$ cat config.mk
export PLATFORM = sky130hd
export DESIGN_NAME = alu_pipe
export DESIGN_NICKNAME = d
export VERILOG_FILES = /design/src/rtl/alu_pipe_pkg.sv /design/src/rtl/alu_core.sv /design/src/rtl/alu_pipe.sv
export SDC_FILE = /design/constraint.sdc
export NUM_CORES = 1
export LEC_CHECK = 0
export ABC_AREA = 1
export CAP_MARGIN = 20
export CORE_AREA = 2 2 83 93
export CTS_CLUSTER_DIAMETER = 120
export DETAILED_ROUTE_END_ITERATION = 10
export DIE_AREA = 0 0 85 95
export GPL_ROUTABILITY_DRIVEN = 1
export MAX_ROUTING_LAYER = met4
export PLACE_DENSITY = 0.53
export SYNTH_ARGS = -nofsm -noshare
export SYNTH_HDL_FRONTEND = slang
export SYNTH_HIERARCHICAL = 1
export SYNTH_SLANG_ARGS = --single-unit
$ cat constraint.sdc
create_clock -name clk -period 0.9 [get_ports clk]
set_input_delay 0.18 -clock clk [delete_from_list [all_inputs] [get_ports clk]]
set_output_delay 0.18 -clock clk [all_outputs]
set_load 0.05 [all_outputs]
$ cat src/rtl/alu_pipe_pkg.sv
// Shared opcode, flag-index and FSM-state definitions for alu_pipe, alu_core and their bench.
package alu_pipe_pkg;

    localparam logic [2:0] OP_ADD = 3'b000;
    localparam logic [2:0] OP_SUB = 3'b001;
    localparam logic [2:0] OP_AND = 3'b010;
    localparam logic [2:0] OP_OR  = 3'b011;
    localparam logic [2:0] OP_XOR = 3'b100;
    localparam logic [2:0] OP_SHL = 3'b101;
    localparam logic [2:0] OP_SHR = 3'b110;
    localparam logic [2:0] OP_MUL = 3'b111;

    // flags bus is {N,V,C,Z}
    localparam int FLAG_Z = 0;
    localparam int FLAG_C = 1;
    localparam int FLAG_V = 2;
    localparam int FLAG_N = 3;

    typedef enum logic [1:0] {
        ST_IDLE = 2'd0,
        ST_MUL  = 2'd1,
        ST_DONE = 2'd2
    } state_t;

endpackage

$ cat src/rtl/alu_core.sv
// Combinational ALU datapath for the single-cycle opcodes (ADD..SHR); op 111 yields zero result and flags.
module alu_core
    import alu_pipe_pkg::*;
#(
    parameter int WIDTH = 8,
    localparam int SHW = $clog2(WIDTH)
) (
    input  logic [WIDTH-1:0] a,
    input  logic [WIDTH-1:0] b,
    input  logic [2:0]       op,
    output logic [WIDTH-1:0] result,
    output logic [3:0]       flags
);

    logic [WIDTH:0]   sum;
    logic [WIDTH:0]   diff;
    logic [WIDTH:0]   shl_w;
    logic [WIDTH:0]   shr_w;
    logic [SHW-1:0]   amt;
    logic             c;
    logic             v;

    assign amt  = b[SHW-1:0];
    assign sum  = {1'b0, a} + {1'b0, b};
    assign diff = {1'b0, a} - {1'b0, b};
    // One extra bit on the exit side of each shifter catches the last bit shifted out.
    assign shl_w = {1'b0, a} << amt;
    assign shr_w = {a, 1'b0} >> amt;

    always_comb begin
        result = '0;
        c      = 1'b0;
        v      = 1'b0;
        case (op)
            OP_ADD: begin
                result = sum[WIDTH-1:0];
                c      = sum[WIDTH];
                v      = (a[WIDTH-1] == b[WIDTH-1]) && (sum[WIDTH-1] != a[WIDTH-1]);
            end
            OP_SUB: begin
                result = diff[WIDTH-1:0];
                c      = ~diff[WIDTH];
                v      = (a[WIDTH-1] != b[WIDTH-1]) && (diff[WIDTH-1] != a[WIDTH-1]);
            end
            OP_AND: result = a & b;
            OP_OR:  result = a | b;
            OP_XOR: result = a ^ b;
            OP_SHL: begin
                result = shl_w[WIDTH-1:0];
                c      = shl_w[WIDTH];
            end
            OP_SHR: begin
                result = shr_w[WIDTH:1];
                c      = shr_w[0];
            end
            default: ;
        endcase
        flags = (op == OP_MUL) ? 4'b0000 : {result[WIDTH-1], v, c, (result == '0)};
    end

endmodule

$ cat src/rtl/alu_pipe.sv
// Registered valid/ready ALU with an optional iterative shift-add multiplier.
// Define ALU_MUL_EN to enable op 111 as MUL; otherwise op 111 returns err=1 in one cycle.
module alu_pipe
    import alu_pipe_pkg::*;
#(
    parameter int WIDTH = 8,
    localparam int SHW = $clog2(WIDTH)
) (
    input  logic             clk,
    input  logic             rst,
    input  logic             in_valid,
    output logic             in_ready,
    input  logic [WIDTH-1:0] num1,
    input  logic [WIDTH-1:0] num2,
    input  logic [2:0]       oper,
    output logic             out_valid,
    input  logic             out_ready,
    output logic [WIDTH-1:0] result,
    output logic [3:0]       flags,
    output logic             err
);

    state_t           state;
    state_t           state_nxt;
    logic [SHW-1:0]   cnt;
    logic             accept;
    logic             consume;
    logic             is_mul;
    logic             mul_start;
    logic             mul_last;
    logic             single_load;
    logic [WIDTH-1:0] core_res;
    logic [3:0]       core_flags;
    logic [WIDTH-1:0] mul_res;
    logic [3:0]       mul_flags;

    alu_core #(.WIDTH(WIDTH)) u_core (
        .a      (num1),
        .b      (num2),
        .op     (oper),
        .result (core_res),
        .flags  (core_flags)
    );

    assign accept  = in_valid & in_ready;
    assign consume = out_valid & out_ready;
    assign is_mul  = (oper == OP_MUL);

`ifdef ALU_MUL_EN
    logic [2*WIDTH-1:0] acc;
    logic [2*WIDTH-1:0] acc_nxt;
    logic [2*WIDTH-1:0] mcand;
    logic [WIDTH-1:0]   mplier;

    assign mul_start = accept & is_mul;
    assign acc_nxt   = acc + (mplier[0] ? mcand : '0);

    // One multiplier bit per cycle, LSB first; the full product is kept for the carry flag.
    always_ff @(posedge clk or posedge rst) begin
        if (rst) begin
            acc    <= '0;
            mcand  <= '0;
            mplier <= '0;
        end else if (mul_start) begin
            acc    <= '0;
            mcand  <= {{WIDTH{1'b0}}, num1};
            mplier <= num2;
        end else if (state == ST_MUL) begin
            acc    <= acc_nxt;
            mcand  <= mcand << 1;
            mplier <= mplier >> 1;
        end
    end

    assign mul_res   = acc_nxt[WIDTH-1:0];
    assign mul_flags = {mul_res[WIDTH-1], 1'b0, |acc_nxt[2*WIDTH-1:WIDTH], (mul_res == '0)};
`else
    assign mul_start = 1'b0;
    assign mul_res   = '0;
    assign mul_flags = '0;
`endif

    assign single_load = accept & ~mul_start;
    assign mul_last    = (state == ST_MUL) && (cnt == SHW'(WIDTH - 1));

    always_ff @(posedge clk or posedge rst) begin
        if (rst) begin
            state <= ST_IDLE;
            cnt   <= '0;
        end else begin
            state <= state_nxt;
            cnt   <= (state == ST_MUL) ? cnt + SHW'(1) : '0;
        end
    end

    always_comb begin
        state_nxt = state;
        case (state)
            ST_IDLE: if (mul_start) state_nxt = ST_MUL;
            ST_MUL:  if (mul_last)  state_nxt = ST_DONE;
            ST_DONE: if (out_ready) state_nxt = ST_IDLE;
            default: state_nxt = ST_IDLE;
        endcase
    end

    always_comb begin
        in_ready = (state == ST_IDLE) && (!out_valid || out_ready);
    end

    // A load on the same edge as a consume simply reloads; otherwise a consume drops out_valid.
    always_ff @(posedge clk or posedge rst) begin
        if (rst) begin
            out_valid <= 1'b0;
            result    <= '0;
            flags     <= '0;
            err       <= 1'b0;
        end else if (single_load) begin
            out_valid <= 1'b1;
            result    <= core_res;
            flags     <= core_flags;
            err       <= is_mul;
        end else if (mul_last) begin
            out_valid <= 1'b1;
            result    <= mul_res;
            flags     <= mul_flags;
            err       <= 1'b0;
        end else if (consume) begin
            out_valid <= 1'b0;
        end
    end

endmodule
==> metrics.md <==
| Metric | Value |
|---|---|
| Status | complete, but fails checks |
| Failing checks | setup timing |
| Hold-fix buffers, CTS | 0 |
| Pwr per Cell Area | 913 nW/µm² |
| Drt initial violations | 229 |
| Critical path launch point type | primary input |
| Final Non-Filler Cells | 673 |
| Tmin final | 1.73 ns |
| Initial Util | 33.5% |
| Vias per inst | 4.98 |
| CTS tree | done |
| Synth top area cells | nand2_1, nand3_1, dfrtp_1 |
| Pin count of the biggest net entering global routing | 17 |
| Maximum clock frequency | 0.579 GHz |
| Period utilisation layout | 192% |
| Overflow after GRT | 0 |
| Flop2flop setup slack | -0.14 ns |
| First-pass GRT wire length | 15600 µm |
| CP Max Fanout | 3 |
| HPWL Detailed | 7380 µm |
| Total Power | 4.57 mW |
| Reg clk slew, reported paths | 0.06 ns |
| Post-DP Area | 3770 µm² |
| Cells after Synth | 429 |
| Overall Global Routing Usage | 25.0% |
| Placed insts | 633 |
| Max-cap violations | 0 |
| Hold Violations, Final | 0 |
| RSZ-0062 raised after global routing | true |
| Number of CTS-inserted buffers | 3 |
| # diodes | 0 |
| Met3 Track Usage GR | 1.31% |
| WP data required | 1.08 ns |
| Routing usage on met2 | 48.0% |
| Vias in the first global route | 3347 |
| CP Class | primary input to flip-flop |
| Core area | 7230 µm² |
| Max clock buf depth | 2 |
| Routed wire per std cell | 15.0 µm |
| Initial DRT Pass Iterations | 4 |
| Vias | 3352 |
| Site Rows | 33 |
| Post-route cell area | 5000 µm² |
| Layout cells sized above 1 | 56.8% |
| Commonest non-fill, non-tap cell in the layout | nand2_1 |
| Chip width | 85 µm |
| Class of the worst hold path | primary input to asynchronous set/reset pin |
| Met1 Use GR | 27.6% |
| CP max-delay cell | fa_2 |
| WL final | 10100 µm |
| CP Cell Sequence | buf_12 -> inv_12 -> ha_4 -> fa_2 -> inv_2 -> nand2_2 -> nand2_2 -> nand3_2 -> nand2_2 -> nand2_2 -> nand3_2 -> nand2_2 -> nor2_2 -> nand2_1 -> nor3_2 -> nand3_1 -> nand2_1 |
| Synth warn | 6 |
| Worst path max stage delay | 0.39 ns |
| Die Height | 95 µm |
| Final WS setup | -0.826 ns |
| Post-synth top area share | 20.6% |
| Arrival time of the worst setup path | 1.91 ns |
| Syn Nets | 479 |
| Post-synthesis sequential area ratio | 14.5% |
| Clock skew | 0.00200 ns |
| Yosys reg bits | 14 |
| Leak | 2.50 nW |
| Least-Margin Pin Slew | 0.325 ns |
| Initial antenna violation count | 0 |
| H-Tree Depth | 1 |
| RR Endpoint | flags[2] |
| Filler cell count | 577 |
| Final setup viols | 28 |
| Root buffer cell | clkbuf_8 |
| R2r startpoint | out_valid |
| Clk_lat worst skew | 0.24 ns |
| Die area | 8080 µm² |
| Synthesized area | 2420 µm² |
| Netlist cell types | 24 |
| Most used cell along the critical path | nand2_2 |
| Max Slew Vio Count | 0 |
| Syn_area_per_cell | 5.65 µm² |
| Largest area contributor in the netlist | nand2_1 |
| Max IR drop VDD | 0.956 mV |
| Routability cong. | 0.910 |
| Reg2Reg Depth | 5 |
| Final ANT Viol Nets | 0 |
| I/O Buffers | 37 |
| Max-slew headroom | 78.3% |
| Crit end category | flip-flop |
| I/O pin count | 38 |
| Sink Count | 14 |
| GRT busiest layer | met2 |
| Most frequent cells in the layout | nand2_1, buf_4, nand3_1 |
| DRC viols | 0 |
| Final net count | 637 |
| Layout area overhead | 107% |
[state kept, by name, summed over array words and instances (netlist names)]
signal     flops
flags          4
result         8
err            1
out_valid      1
[report_power, final]
part           leakage [nW]  total (mW)  switching, mW  internal (mW)
clock network        0.0228       0.519          0.206          0.313
registers             0.179       0.822         0.0994          0.723
logic                  2.30        3.23           1.67           1.56
total                  2.50        4.57           1.97           2.59
[layer usage]
| metal | vias up | routed length [µm] |
|---|---|---|
| met1 | 1527 | 3990 |
| met3 | 24 | 353 |
| li1 | 1699 | - |
| met2 | 102 | 5330 |
| met5 | - | 0 |
| met4 | 0 | 447 |
[through the flow]
stage	TNS [ns]	utilization [%]	hold slack [ns]	worst slack, ns
global route	-10.04	69.2	0.292	-0.918
finish	-8.65	69.2	0.254	-0.826
floorplan	-6.82	-	0.0692	-0.744
CTS	-9.57	63.0	0.258	-0.884
global placement	-17.46	52.2	0.501	-1.58
detailed placement	-17.51	52.2	0.512	-1.60
[synthesized netlist by cell type]
| cell | instances |
|---|---|
| a21o_1 | 1 |
| a21oi_1 | 15 |
| a31oi_1 | 2 |
| buf_2 | 6 |
| buf_4 | 5 |
| buf_6 | 3 |
| dfrtp_1 | 14 |
| fa_1 | 2 |
| ha_1 | 25 |
| inv_1 | 55 |
| inv_2 | 3 |
| nand2_1 | 133 |
| nand2_4 | 2 |
| nand3_1 | 94 |
| nand3b_1 | 1 |
| nand4_1 | 4 |
| nor2_1 | 48 |
| nor3_1 | 3 |
| nor3_2 | 2 |
| o21ai_0 | 6 |
| o21bai_1 | 1 |
| o22ai_1 | 1 |
| or2_2 | 2 |
| xor2_1 | 1 |
[area by class of cell]
class	count	area, µm²	share of cell area [%]
Timing Repair Buffer	167	1670	33.5
Multi-Input combinational cell	343	2570	51.4
Sequential cell	14	352	7.03
Inverter	58	253	5.05
Clock buffer	4	45.0	0.900
Tap cell	87	109	2.18
[cells by family (layout without fill, tap and decap cells)]
group	Yosys count	in the layout	share of synthesized area, %
simple gates	289	289	51.7
buf+inv	72	229	13.2
xor+xnor	1	1	0.362
flops	14	14	14.5
compound gates	26	26	5.73
fa+ha+maj	27	27	14.6
[critical path: cells and delay by family]
| family | cells | cell delay, ns |
|---|---|---|
| AND/OR/NAND/NOR | 12 | 1.00 |
| adder cells (fa/ha/maj) | 2 | 0.54 |
| buffers and inverters | 3 | 0.21 |
[worst max path at each step]
stage / cells past startpoint / endpoint / from
after floorplan: 16 / flags[0] / num2[1]
after global placement: 16 / flags[0] / num1[0]
after detailed placement: 16 / flags[0] / num1[0]
after CTS: 15 / flags[0] / num1[0]
after global routing: 17 / flags[0] / num1[0]
final: 17 / flags[0] / num1[0]
[repair_timing]
item,4_1_cts,5_1_grt
pin swaps,84,71
gates cloned,1,0
endpoints found under the hold margin,0,0
resized for setup,226,108
buffers inserted,29,14
endpoints found under the setup margin,28,28
(Power assumes the default switching activity.)
